**src/rtl/bus_cycle_sequencer_if.sv**
```systemverilog
// Request/response handshake between the microsequencer and the bus cycle sequencer, plus the
// CPU pin bundle it drives. The sequencer uses the slave modport.
interface bus_cycle_sequencer_if #(
  parameter int unsigned ADDR_W = 16,
  parameter int unsigned DATA_W = 8
);
  logic              req_valid;
  logic              req_ready;
  logic [2:0]        req_type;
  logic [ADDR_W-1:0] req_addr;
  logic [DATA_W-1:0] req_wdata;
  logic [ADDR_W-1:0] refresh_addr;
  logic              halt_req;
  logic              resp_valid;
  logic [DATA_W-1:0] resp_rdata;
  logic              resp_err;
  logic [ADDR_W-1:0] bus_ad;
  logic              bus_ad_oe;
  logic [DATA_W-1:0] bus_dt_in;
  logic [DATA_W-1:0] bus_dt_out;
  logic              bus_dt_oe;
  logic              m1_n;
  logic              mreq_n;
  logic              iorq_n;
  logic              rd_n;
  logic              wr_n;
  logic              rfsh_n;
  logic              halt_n;
  logic              busak_n;
  logic              wait_n;
  logic              busrq_n;

  modport master (
    output req_valid, req_type, req_addr, req_wdata, refresh_addr, halt_req,
    output bus_dt_in, wait_n, busrq_n,
    input  req_ready, resp_valid, resp_rdata, resp_err,
    input  bus_ad, bus_ad_oe, bus_dt_out, bus_dt_oe,
    input  m1_n, mreq_n, iorq_n, rd_n, wr_n, rfsh_n, halt_n, busak_n
  );

  modport slave (
    input  req_valid, req_type, req_addr, req_wdata, refresh_addr, halt_req,
    input  bus_dt_in, wait_n, busrq_n,
    output req_ready, resp_valid, resp_rdata, resp_err,
    output bus_ad, bus_ad_oe, bus_dt_out, bus_dt_oe,
    output m1_n, mreq_n, iorq_n, rd_n, wr_n, rfsh_n, halt_n, busak_n
  );
endinterface

```
**src/rtl/bus_cycle_sequencer.sv**
```systemverilog
// T-state bus cycle generator: turns one request into fetch/memory/I/O strobe sequences with
// wait insertion, wait timeout, I/O auto-wait, bus request/acknowledge and HALT tracking.
module bus_cycle_sequencer #(
  parameter int unsigned ADDR_W       = 16,
  parameter int unsigned DATA_W       = 8,
  parameter int unsigned IO_AUTO_WAIT = 1,
  parameter int unsigned WAIT_MAX     = 255
) (
  input logic                  clk,
  input logic                  reset,
  bus_cycle_sequencer_if.slave bus
);
  localparam int unsigned    CntW      = $clog2(WAIT_MAX + 1);
  localparam logic [CntW-1:0] WaitMaxC  = CntW'(WAIT_MAX);
  localparam logic [1:0]     AutoWaitC = 2'(IO_AUTO_WAIT);

  localparam logic [2:0] TyFetch = 3'd0;
  localparam logic [2:0] TyMemRd = 3'd1;
  localparam logic [2:0] TyMemWr = 3'd2;
  localparam logic [2:0] TyIoRd  = 3'd3;
  localparam logic [2:0] TyIoWr  = 3'd4;

  typedef enum logic [2:0] {StIdle, StT1, StT2, StTw, StT3, StT4, StBusak} state_e;

  state_e            r_state;
  logic [2:0]        r_type;
  logic [ADDR_W-1:0] r_addr;
  logic [CntW-1:0]   r_wcnt;
  logic [1:0]        r_acnt;
  logic              r_err;
  logic [DATA_W-1:0] r_fetch_data;

  logic              r_resp_valid;
  logic [DATA_W-1:0] r_resp_rdata;
  logic              r_resp_err;
  logic [ADDR_W-1:0] r_bus_ad;
  logic              r_bus_ad_oe;
  logic [DATA_W-1:0] r_bus_dt_out;
  logic              r_bus_dt_oe;
  logic              r_m1_n;
  logic              r_mreq_n;
  logic              r_iorq_n;
  logic              r_rd_n;
  logic              r_wr_n;
  logic              r_rfsh_n;
  logic              r_halt_n;
  logic              r_busak_n;

  logic              w_accept;
  logic              w_illegal;
  logic              w_cur_fetch;
  logic              w_cur_io;
  logic              w_cur_rd;
  logic              w_auto_wait;
  logic              w_user_wait;
  logic              w_timeout;
  logic              w_complete;
  state_e            w_state_d;
  logic [2:0]        w_type_d;
  logic [ADDR_W-1:0] w_addr_d;

  logic w_is_fetch, w_is_mem, w_is_io, w_is_wr, w_is_rd;
  logic w_t1, w_t2tw, w_mid, w_t3, w_t4;
  logic w_m1_n, w_mreq_n, w_iorq_n, w_rd_n, w_wr_n, w_rfsh_n, w_dt_oe, w_busak_n;

  assign w_accept    = (r_state == StIdle) && bus.busrq_n && bus.req_valid;
  assign w_illegal   = (bus.req_type > TyIoWr);
  assign w_cur_fetch = (r_type == TyFetch);
  assign w_cur_io    = (r_type == TyIoRd) || (r_type == TyIoWr);
  assign w_cur_rd    = (r_type == TyMemRd) || (r_type == TyIoRd);
  assign w_type_d    = w_accept ? bus.req_type : r_type;
  assign w_addr_d    = w_accept ? bus.req_addr : r_addr;
  assign w_complete  = ((r_state == StT3) && !w_cur_fetch) || (r_state == StT4);

  always_comb begin
    w_state_d   = r_state;
    w_auto_wait = 1'b0;
    w_user_wait = 1'b0;
    w_timeout   = 1'b0;
    unique case (r_state)
      StIdle: begin
        if (!bus.busrq_n) begin
          w_state_d = StBusak;
        end else if (bus.req_valid && !w_illegal) begin
          w_state_d = StT1;
        end
      end
      StT1: w_state_d = StT2;
      StT2, StTw: begin
        // Auto waits come first and ignore wait_n; only later waits count toward the timeout.
        if (w_cur_io && (r_acnt < AutoWaitC)) begin
          w_state_d   = StTw;
          w_auto_wait = 1'b1;
        end else if (!bus.wait_n) begin
          if (r_wcnt == WaitMaxC) begin
            w_state_d = StT3;
            w_timeout = 1'b1;
          end else begin
            w_state_d   = StTw;
            w_user_wait = 1'b1;
          end
        end else begin
          w_state_d = StT3;
        end
      end
      StT3:    w_state_d = w_cur_fetch ? StT4 : StIdle;
      StT4:    w_state_d = StIdle;
      StBusak: w_state_d = bus.busrq_n ? StIdle : StBusak;
      default: w_state_d = StIdle;
    endcase
  end

  // Strobes are decoded from the next state so the registered pins line up with the T-state.
  always_comb begin
    w_is_fetch = (w_type_d == TyFetch);
    w_is_mem   = (w_type_d == TyMemRd) || (w_type_d == TyMemWr);
    w_is_io    = (w_type_d == TyIoRd) || (w_type_d == TyIoWr);
    w_is_wr    = (w_type_d == TyMemWr) || (w_type_d == TyIoWr);
    w_is_rd    = (w_type_d == TyMemRd) || (w_type_d == TyIoRd);
    w_t1       = (w_state_d == StT1);
    w_t2tw     = (w_state_d == StT2) || (w_state_d == StTw);
    w_t3       = (w_state_d == StT3);
    w_t4       = (w_state_d == StT4);
    w_mid      = w_t2tw || w_t3;
    w_m1_n     = !(w_is_fetch && (w_t1 || w_t2tw));
    w_mreq_n   = !((w_is_fetch && (w_t2tw || w_t3)) || (w_is_mem && w_mid));
    w_iorq_n   = !(w_is_io && w_mid);
    w_rd_n     = !((w_is_fetch && w_t2tw) || (w_is_rd && w_mid));
    w_wr_n     = !(w_is_wr && w_mid);
    w_rfsh_n   = !(w_is_fetch && (w_t3 || w_t4));
    w_dt_oe    = w_is_wr && (w_mid || (w_t1 && w_is_mem));
    w_busak_n  = (w_state_d != StBusak);
  end

  always_ff @(posedge clk) begin
    if (reset) begin
      r_state      <= StIdle;
      r_type       <= TyFetch;
      r_addr       <= '0;
      r_wcnt       <= '0;
      r_acnt       <= '0;
      r_err        <= 1'b0;
      r_fetch_data <= '0;
      r_resp_valid <= 1'b0;
      r_resp_rdata <= '0;
      r_resp_err   <= 1'b0;
      r_bus_ad     <= '0;
      r_bus_ad_oe  <= 1'b1;
      r_bus_dt_out <= '0;
      r_bus_dt_oe  <= 1'b0;
      r_m1_n       <= 1'b1;
      r_mreq_n     <= 1'b1;
      r_iorq_n     <= 1'b1;
      r_rd_n       <= 1'b1;
      r_wr_n       <= 1'b1;
      r_rfsh_n     <= 1'b1;
      r_halt_n     <= 1'b1;
      r_busak_n    <= 1'b1;
    end else begin
      r_state      <= w_state_d;
      r_resp_valid <= 1'b0;

      if (w_accept) begin
        r_type <= bus.req_type;
        r_addr <= bus.req_addr;
        r_wcnt <= '0;
        r_acnt <= '0;
        r_err  <= 1'b0;
        if (w_illegal) begin
          r_resp_valid <= 1'b1;
          r_resp_rdata <= '0;
          r_resp_err   <= 1'b1;
        end
        if ((bus.req_type == TyMemWr) || (bus.req_type == TyIoWr)) begin
          r_bus_dt_out <= bus.req_wdata;
        end
        if (bus.req_type == TyFetch) begin
          r_halt_n <= ~bus.halt_req;
        end
      end

      if (w_auto_wait) r_acnt <= r_acnt + 2'd1;
      if (w_user_wait) r_wcnt <= r_wcnt + 1'b1;
      if (w_timeout)   r_err  <= 1'b1;

      if (w_cur_fetch && (w_state_d == StT3) && ((r_state == StT2) || (r_state == StTw))) begin
        r_fetch_data <= bus.bus_dt_in;
      end

      if (w_complete) begin
        r_resp_valid <= 1'b1;
        r_resp_err   <= r_err;
        if (w_cur_fetch) begin
          r_resp_rdata <= r_fetch_data;
        end else if (w_cur_rd) begin
          r_resp_rdata <= bus.bus_dt_in;
        end else begin
          r_resp_rdata <= '0;
        end
      end

      if (w_is_fetch && (w_t3 || w_t4)) begin
        r_bus_ad <= bus.refresh_addr;
      end else if (w_t1 || w_mid || w_t4) begin
        r_bus_ad <= w_addr_d;
      end

      r_bus_ad_oe <= (w_state_d != StBusak);
      r_bus_dt_oe <= w_dt_oe;
      r_m1_n      <= w_m1_n;
      r_mreq_n    <= w_mreq_n;
      r_iorq_n    <= w_iorq_n;
      r_rd_n      <= w_rd_n;
      r_wr_n      <= w_wr_n;
      r_rfsh_n    <= w_rfsh_n;
      r_busak_n   <= w_busak_n;
    end
  end

  assign bus.req_ready  = (r_state == StIdle) && bus.busrq_n;
  assign bus.resp_valid = r_resp_valid;
  assign bus.resp_rdata = r_resp_rdata;
  assign bus.resp_err   = r_resp_err;
  assign bus.bus_ad     = r_bus_ad;
  assign bus.bus_ad_oe  = r_bus_ad_oe;
  assign bus.bus_dt_out = r_bus_dt_out;
  assign bus.bus_dt_oe  = r_bus_dt_oe;
  assign bus.m1_n       = r_m1_n;
  assign bus.mreq_n     = r_mreq_n;
  assign bus.iorq_n     = r_iorq_n;
  assign bus.rd_n       = r_rd_n;
  assign bus.wr_n       = r_wr_n;
  assign bus.rfsh_n     = r_rfsh_n;
  assign bus.halt_n     = r_halt_n;
  assign bus.busak_n    = r_busak_n;

endmodule

```
**src/flat_wrapper.sv**
```systemverilog
// flat-port wrapper written by rule: the top's interface ports become plain ports
module bus_cycle_sequencer_flat 
#(
  parameter int unsigned ADDR_W       = 16,
  parameter int unsigned DATA_W       = 8,
  parameter int unsigned IO_AUTO_WAIT = 1,
  parameter int unsigned WAIT_MAX     = 255
)
  (clk, reset, bus_req_valid, bus_req_type, bus_req_addr, bus_req_wdata, bus_refresh_addr, bus_halt_req, bus_bus_dt_in, bus_wait_n, bus_busrq_n, bus_req_ready, bus_resp_valid, bus_resp_rdata, bus_resp_err, bus_bus_ad, bus_bus_ad_oe, bus_bus_dt_out, bus_bus_dt_oe, bus_m1_n, bus_mreq_n, bus_iorq_n, bus_rd_n, bus_wr_n, bus_rfsh_n, bus_halt_n, bus_busak_n);
  bus_cycle_sequencer_if #(.ADDR_W(ADDR_W), .DATA_W(DATA_W)) bus_i ();
  input logic clk;
  input logic reset;
  input wire logic [$bits(bus_i.req_valid)-1:0] bus_req_valid;
  input wire logic [$bits(bus_i.req_type)-1:0] bus_req_type;
  input wire logic [$bits(bus_i.req_addr)-1:0] bus_req_addr;
  input wire logic [$bits(bus_i.req_wdata)-1:0] bus_req_wdata;
  input wire logic [$bits(bus_i.refresh_addr)-1:0] bus_refresh_addr;
  input wire logic [$bits(bus_i.halt_req)-1:0] bus_halt_req;
  input wire logic [$bits(bus_i.bus_dt_in)-1:0] bus_bus_dt_in;
  input wire logic [$bits(bus_i.wait_n)-1:0] bus_wait_n;
  input wire logic [$bits(bus_i.busrq_n)-1:0] bus_busrq_n;
  output wire logic [$bits(bus_i.req_ready)-1:0] bus_req_ready;
  output wire logic [$bits(bus_i.resp_valid)-1:0] bus_resp_valid;
  output wire logic [$bits(bus_i.resp_rdata)-1:0] bus_resp_rdata;
  output wire logic [$bits(bus_i.resp_err)-1:0] bus_resp_err;
  output wire logic [$bits(bus_i.bus_ad)-1:0] bus_bus_ad;
  output wire logic [$bits(bus_i.bus_ad_oe)-1:0] bus_bus_ad_oe;
  output wire logic [$bits(bus_i.bus_dt_out)-1:0] bus_bus_dt_out;
  output wire logic [$bits(bus_i.bus_dt_oe)-1:0] bus_bus_dt_oe;
  output wire logic [$bits(bus_i.m1_n)-1:0] bus_m1_n;
  output wire logic [$bits(bus_i.mreq_n)-1:0] bus_mreq_n;
  output wire logic [$bits(bus_i.iorq_n)-1:0] bus_iorq_n;
  output wire logic [$bits(bus_i.rd_n)-1:0] bus_rd_n;
  output wire logic [$bits(bus_i.wr_n)-1:0] bus_wr_n;
  output wire logic [$bits(bus_i.rfsh_n)-1:0] bus_rfsh_n;
  output wire logic [$bits(bus_i.halt_n)-1:0] bus_halt_n;
  output wire logic [$bits(bus_i.busak_n)-1:0] bus_busak_n;
  assign bus_i.req_valid = bus_req_valid;
  assign bus_i.req_type = bus_req_type;
  assign bus_i.req_addr = bus_req_addr;
  assign bus_i.req_wdata = bus_req_wdata;
  assign bus_i.refresh_addr = bus_refresh_addr;
  assign bus_i.halt_req = bus_halt_req;
  assign bus_i.bus_dt_in = bus_bus_dt_in;
  assign bus_i.wait_n = bus_wait_n;
  assign bus_i.busrq_n = bus_busrq_n;
  assign bus_req_ready = bus_i.req_ready;
  assign bus_resp_valid = bus_i.resp_valid;
  assign bus_resp_rdata = bus_i.resp_rdata;
  assign bus_resp_err = bus_i.resp_err;
  assign bus_bus_ad = bus_i.bus_ad;
  assign bus_bus_ad_oe = bus_i.bus_ad_oe;
  assign bus_bus_dt_out = bus_i.bus_dt_out;
  assign bus_bus_dt_oe = bus_i.bus_dt_oe;
  assign bus_m1_n = bus_i.m1_n;
  assign bus_mreq_n = bus_i.mreq_n;
  assign bus_iorq_n = bus_i.iorq_n;
  assign bus_rd_n = bus_i.rd_n;
  assign bus_wr_n = bus_i.wr_n;
  assign bus_rfsh_n = bus_i.rfsh_n;
  assign bus_halt_n = bus_i.halt_n;
  assign bus_busak_n = bus_i.busak_n;
  bus_cycle_sequencer #(.ADDR_W(ADDR_W), .DATA_W(DATA_W), .IO_AUTO_WAIT(IO_AUTO_WAIT), .WAIT_MAX(WAIT_MAX)) u_core (.clk(clk), .reset(reset), .bus(bus_i));
endmodule
```
**config.mk**
```make
export PLATFORM = sky130hd
export DESIGN_NAME = bus_cycle_sequencer_flat
export DESIGN_NICKNAME = d
export VERILOG_FILES = /design/src/rtl/bus_cycle_sequencer_if.sv /design/src/rtl/bus_cycle_sequencer.sv /design/src/flat_wrapper.sv
export SDC_FILE = /design/constraint.sdc
export NUM_CORES = 1
export LEC_CHECK = 0
export CORE_MARGIN = 8
export CORE_UTILIZATION = 47
export DETAILED_ROUTE_END_ITERATION = 16
export PLACE_DENSITY = 0.79
export RECOVER_POWER = 25
export REMOVE_ABC_BUFFERS = 1
export SYNTH_ARGS = -nofsm -noshare
export SYNTH_HDL_FRONTEND = slang
export SYNTH_SLANG_ARGS = --single-unit
```
**constraint.sdc**
```tcl
create_clock -name clk -period 2.8 [get_ports clk]
set_clock_uncertainty 0.05 [all_clocks]
set_input_delay 0.56 -clock clk [delete_from_list [all_inputs] [get_ports clk]]
set_output_delay 0.56 -clock clk [all_outputs]
set_load 0.005 [all_outputs]
```
Yosys cells after proc, flatten, opt, wreduce, memory -nomap -nowiden
Index checks and enable logic that the tools add are counted.
{"block": "op_classes", "add_sub_neg": 2, "n_lt_le_gt_ge": 2, "n_eq_ne": 22, "mux": 39, "n_bitwise": 1, "reduce_logical": 57}
{"operator": "2-to-1 mux 8 bit", "count": 7}
{"operator": "2-to-1 mux 16 bit", "count": 3}
{"operator": "equality test 3 x 2 -> 1 bit (second input constant)", "count": 8}
{"operator": "equality test 3 bit (second input constant)", "count": 8}
{"operator": "2-to-1 mux 3 bit", "count": 8}
{"operator": "logical OR 1 bit", "count": 18}
{"operator": "2-to-1 mux 1 bit", "count": 18}
{"operator": "logical AND 1 bit", "count": 17}
{"operator": "case mux 3 bit (5 select lines)", "count": 1}
{"operator": "equality test 3 x 1 -> 1 bit (second input constant)", "count": 4}
{"operator": "logical NOT 3 bit", "count": 4}
{"operator": "nonzero test 2 bit", "count": 6}
{"operator": "adder 8 x 1 -> 8 bit (second input constant)", "count": 1}
{"operator": "equality test 8 bit (second input constant)", "count": 1}
{"operator": "logical NOT 1 bit", "count": 8}
{"operator": "AND reduction 2 bit", "count": 3}
{"operator": "2-to-1 mux 2 bit", "count": 2}
{"operator": "> comparator 3 bit (second input constant)", "count": 1}
{"operator": "inequality test 3 bit (second input constant)", "count": 1}
{"operator": "adder 2 x 1 -> 2 bit (second input constant)", "count": 1}
{"operator": "< comparator 2 x 1 -> 1 bit (second input constant)", "count": 1}
{"operator": "OR reduction 2 bit", "count": 1}
{"operator": "inverter 1 bit", "count": 1}
{"block": "word_totals", "regBits": 84}

Logic depth before layout (Yosys ltp)
Gate-level depths: netlist of the first run.
{"block": "depth", "depth_word": 13, "ltp_mapped": 9}

Least setup slack after synthesis of the first run
No wires, ideal clock.
{"block": "synth_timing", "path_kind": "reg2reg", "from": "register u_core.r_wcnt[0]", "to": "register u_core.r_bus_ad[10] (netlist: u_core.bus.bus_ad[10])", "setup_time_ps": 122, "arrival_time_ps": 2093, "required_time_ps": 2628, "setup_slack_ps": 535, "path_stages_with_launch": 8, "n_path_buf": 1, "period_less_slack_ps": 2265, "path_cell_list": "dfxtp_1 > ha_1 > and4_1 > a41oi_2 > a21oi_1 > a41oi_2 > buf_6 > a221o_1"}
{"block": "synth_between", "elab_chain_cells": 11, "word_cells_on_any_way": 18, "cone_classes": "eq/ne (6); mux (5); reduce/logical (7)"}
{"element": "start, declared", "line_no": "bus_cycle_sequencer.sv:28", "source": "logic [CntW-1:0] r_wcnt;"}
{"element": "start signal, assigned", "line_no": "bus_cycle_sequencer.sv:183", "source": "if (w_user_wait) r_wcnt <= r_wcnt + 1'b1;"}
{"element": "equality test 8 bit *", "line_no": "bus_cycle_sequencer.sv:95", "source": "if (r_wcnt == WaitMaxC) begin"}
{"element": "2-to-1 mux 3 bit *", "line_no": "bus_cycle_sequencer.sv:95"}
{"element": "2-to-1 mux 3 bit *", "line_no": "bus_cycle_sequencer.sv:94", "source": "end else if (!bus.wait_n) begin"}
{"element": "2-to-1 mux 3 bit *", "line_no": "bus_cycle_sequencer.sv:91", "source": "if (w_cur_io && (r_acnt < AutoWaitC)) begin"}
{"element": "case mux 3 bit (5 select lines) *", "line_no": "bus_cycle_sequencer.sv:80", "source": "unique case (r_state)"}
{"element": "equality test 3 x 2 -> 1 bit", "line_no": "bus_cycle_sequencer.sv:121", "source": "w_t2tw = (w_state_d == StT2) || (w_state_d == StTw);"}
{"element": "logical OR 1 bit", "line_no": "bus_cycle_sequencer.sv:121"}
{"element": "logical OR 1 bit", "line_no": "bus_cycle_sequencer.sv:124", "source": "w_mid = w_t2tw || w_t3;"}
{"element": "logical OR 1 bit (2 in a row)", "line_no": "bus_cycle_sequencer.sv:204", "source": "end else if (w_t1 || w_mid || w_t4) begin"}
{"element": "nonzero test 2 bit (no line)"}
{"element": "end signal, assigned", "line_no": "bus_cycle_sequencer.sv:203", "source": "r_bus_ad <= bus.refresh_addr;"}
{"element": "end signal, assigned", "line_no": "bus_cycle_sequencer.sv:205", "source": "r_bus_ad <= w_addr_d;"}
{"element": "end, declared", "line_no": "bus_cycle_sequencer.sv:36", "source": "logic [ADDR_W-1:0] r_bus_ad;"}
Mark *: on every way between the ends. The rest lies on a longest branch, timed or not.
A chain may end at the register's enable or synchronous reset.

Final worst setup path of the first run
{"block": "layout_timing", "from": "input port bus_busrq_n", "to": "output port bus_req_ready"}
{"block": "layout_between", "elab_chain_cells": 1}
{"element": "start, declared", "line_no": "flat_wrapper.sv:21", "source": "input wire logic [$bits(bus_i.busrq_n)-1:0] bus_busrq_n;"}
{"element": "logical AND 1 bit", "line_no": "bus_cycle_sequencer.sv:220", "source": "assign bus.req_ready = (r_state == StIdle) && bus.busrq_n;"}
{"element": "end, declared", "line_no": "flat_wrapper.sv:22", "source": "output wire logic [$bits(bus_i.req_ready)-1:0] bus_req_ready;"}
Every way passes these cells.

==> impl_metrics.json, run 1 <==
{
  "status": "completed",
  "start_kind": "input port",
  "hold_start": "u_core.r_addr[9]",
  "synthArstFlopShare_pct": 0,
  "wirelength_mm": 9.63,
  "grtUsageTotal_pct": 18.2,
  "powerDensity_nw_per_um2": 711,
  "cp.required_ns": 2.19,
  "grt_pass1_wl_mm": 15.4,
  "h-tree-depth": 3,
  "power.clock.fraction_pct": 26.1,
  "relSlewSlack_pct": 61.2,
  "rows": 31,
  "dr.pass1.iters": 4,
  "hpwlAfterDp_mm": 6.92,
  "p_comb_share_pct": 31.9,
  "gp_congestion": 0.830,
  "grt_max_degree": 44,
  "clkLatencyLatePin_ns": 0.36,
  "cts_made_buffers": 9,
  "fillers": 610,
  "postCtsResizedCells": 0,
  "tightestPinTransition_ns": 0.577,
  "wl_per_cell_um": 16.5,
  "grt-ovfl-total": 0,
  "dieArea_sq_um": 10600,
  "drv_slew": 0,
  "crit_path_max_fanout": 4,
  "ant_nets": 0,
  "finalPower_mw": 3.46,
  "cts_sinks": 84,
  "antennaDiodeCount": 0,
  "placedInstanceArea_sq_um": 4670,
  "core_area_sq_um": 7290,
  "tns_ns": 0,
  "cts_root_buffer": "clkbuf_8",
  "vias_per_cell": 5.39,
  "endpoint_kind": "output pin",
  "grt_pass1_vias": 3209,
  "peakVddDrop_mv": 0.334,
  "worstSetupPathType": "input port to output pin",
  "fin_nets": 540,
  "endpoint": "bus_req_ready",
  "p_sw_share_pct": 31.7,
  "p_sw_mw": 1.10,
  "hold_viol": 0,
  "cellLeakagePower_nw": 1.87,
  "worstPathArrival_ns": 2.06,
  "r2r_start": "u_core.r_type[1]",
  "r2r_cells": 6,
  "dr_total_vias": 3155,
  "reg2reg_slack_ns": 0.39,
  "drtIter0Drc": 191,
  "initial_core_util_pct": 48.8,
  "die_h_um": 103,
  "syn-cell-area_sq_um": 3560,
  "stdcell_area_sq_um": 4870,
  "antenna_found_initial": 0,
  "clkTransAtPathRegs_ns": 0.09,
  "synthToLayoutAreaGrowth_pct": 36.9,
  "holdBufCountCts": 0,
  "setup_violations": 0,
  "syn_avg_cell_area_sq_um": 9.36,
  "seq_area_frac_synth_pct": 47.3,
  "max_freq_mhz": 375,
  "clk_path_buf_depth": 2,
  "synth-edff-count": 0,
  "die_w_um": 103,
  "r2r-end": "u_core.bus.bus_ad[6]",
  "synth_ff_type": "dfxtp_1",
  "yosys_register_bits": 84,
  "cap_violations": 0,
  "fin_crit_ns": 2.67,
  "cp-startpoint": "bus_busrq_n",
  "hp-class": "register to register",
  "synth_cell_types": 55,
  "cts_tree": "done",
  "syn_inst": 380,
  "holdWs_ns": 0.419,
  "power_frac_seq_pct": 42.0,
  "drc": 0,
  "numPortBuffers": 101,
  "rsz0062_at_grt": "no",
  "ioPinCount": 102,
  "postCtsSetupBuffers": 0,
  "drive_gt1_share_pct": 9.26,
  "post-route-period-util_pct": 95.2,
  "power.internal_mw": 2.37,
  "yosysWarningCount": 0
}
==> logic make-up (layout without fill, tap and decap cells) <==
kind of cell	after synthesis	count (layout)	synth area share [%]
and+or+nand+nor	150	150	22.3
muxes	22	22	6.23
AOI/OAI and AO/OA	86	86	17.7
DFF	84	84	47.3
xor gates and xnor gates	4	4	0.985
adders and majority gates	2	2	0.704
buffers and inverters	32	138	4.78
==> registers in the layout (all words and copies together), names as in the netlist, 2 cells and up <==
signal / flops
u_core.bus.bus_ad: 16
u_core.r_addr: 16
u_core.bus.bus_dt_out: 8
u_core.bus.resp_rdata: 8
u_core.r_fetch_data: 8
u_core.r_wcnt: 8
u_core.r_state: 3
u_core.r_type: 3
u_core.r_acnt: 2
==> worst max-delay path: stages <==
cell and delay, ns:
dlygate4sd3_1 0.59, nor4b_4 0.22, buf_4 0.15, clkdlybuf4s50_1 0.53
==> layer usage <==
layer	GRT usage, %	vias up	part of all wire, %
met2	31.3	87	50
met1	21.9	1502	43
met3	3.85	13	5.7
li1	-	1553	-
met5	0	-	0
met4	6.45	0	1.5
==> how the worst min path moves through the flow <==
stage	to	slack, ns	cells past startpoint
final	u_core.r_addr[9]	0.42	2
after global routing	u_core.r_addr[9]	0.43	2
after CTS	u_core.r_addr[9]	0.42	2
after detailed placement	u_core.r_addr[9]	0.40	2
after global placement	u_core.r_addr[4]	0.40	2
after floorplan	u_core.r_addr[10]	0.38	2
==> power by group through the flow <==
stage | Combinational (mW) | Clock, mW | Sequential, mW
6_report | 1.10 | 0.903 | 1.45
5_1_grt | 1.21 | 0.977 | 1.47
4_1_cts | 1.14 | 0.918 | 1.46
3_5_place_dp | 1.13 | 0 | 1.48
3_3_place_gp | 1.11 | 0 | 1.48
2_1_floorplan | 0.525 | 0 | 1.49
==> synthesized netlist by cell type, types with 2 or more instances <==
cell,count,area share [%]
a211oi_1,2,0.42
a21oi_1,35,4.9
a221o_1,17,4.8
a2bb2oi_1,8,2.0
a31oi_1,2,0.35
a41oi_2,2,0.91
and2_1,17,3.0
and4_1,2,0.49
buf_2,4,0.56
buf_4,3,0.63
buf_6,3,0.95
clkbuf_1,16,1.7
dfxtp_1,84,47
ha_1,2,0.70
inv_1,4,0.42
mux2i_1,21,5.9
nand2_1,42,4.4
nand2b_1,3,0.53
nand3_1,11,1.5
nor2_1,35,3.7
nor2b_1,2,0.35
nor3_1,7,0.99
nor3b_1,10,2.1
o211a_1,2,0.56
o211ai_1,2,0.42
o21a_1,2,0.42
o21ai_0,5,0.70
or3_1,8,1.4
xnor2_1,3,0.74
==> cell type report <==
| class | count | area (sq um) | share of cell area, % |
|---|---|---|---|
| multi-input combinational | 264 | 1700 | 34.9 |
| timing repair buffer | 117 | 1140 | 23.4 |
| tap | 99 | 124 | 2.54 |
| sequential | 84 | 1680 | 34.6 |
| inverter | 5 | 18.8 | 0.386 |
| clock inverter | 7 | 82.6 | 1.70 |
| clock buffer | 9 | 124 | 2.54 |
==> stage by stage <==
step	instances	setup slack, ns	util, %
2_1_floorplan	353	0.168	-
3_3_place_gp	569	0.160	64.0
3_5_place_dp	569	0.125	64.0
4_1_cts	585	0.212	66.8
5_1_grt	585	0.0835	66.7
6_report	585	0.135	66.7
==> layout by cell type, fill, tap and decap left out, types with 4 or more instances in the layout <==
cell type        Yosys  layout
dfxtp_1             84      84
clkdlybuf4s50_1      0      70
nand2_1             42      42
a21oi_1             35      35
nor2_1              35      35
dlygate4sd3_1        0      30
mux2i_1             21      21
and2_1              17      17
a221o_1             17      17
buf_4                3      15
nand3_1             11      11
nor3b_1             10      10
clkbuf_8             0       9
or3_1                8       8
a2bb2oi_1            8       8
nor3_1               7       7
o21ai_0              5       5
inv_1                4       4
No activity file was read; power rests on OpenSTA's default activity.
==> inputs of run 2 (changes only) <==
--- a/config.mk
+++ b/config.mk
@@ -7,6 +7,7 @@
 export LEC_CHECK = 0
 export CORE_MARGIN = 8
 export CORE_UTILIZATION = 47
+export CTS_CLUSTER_DIAMETER = 100
 export DETAILED_ROUTE_END_ITERATION = 16
 export PLACE_DENSITY = 0.79
 export RECOVER_POWER = 25
==> results of run 2 <==
Final layout, timing and power as in run 1 (identical DEF).
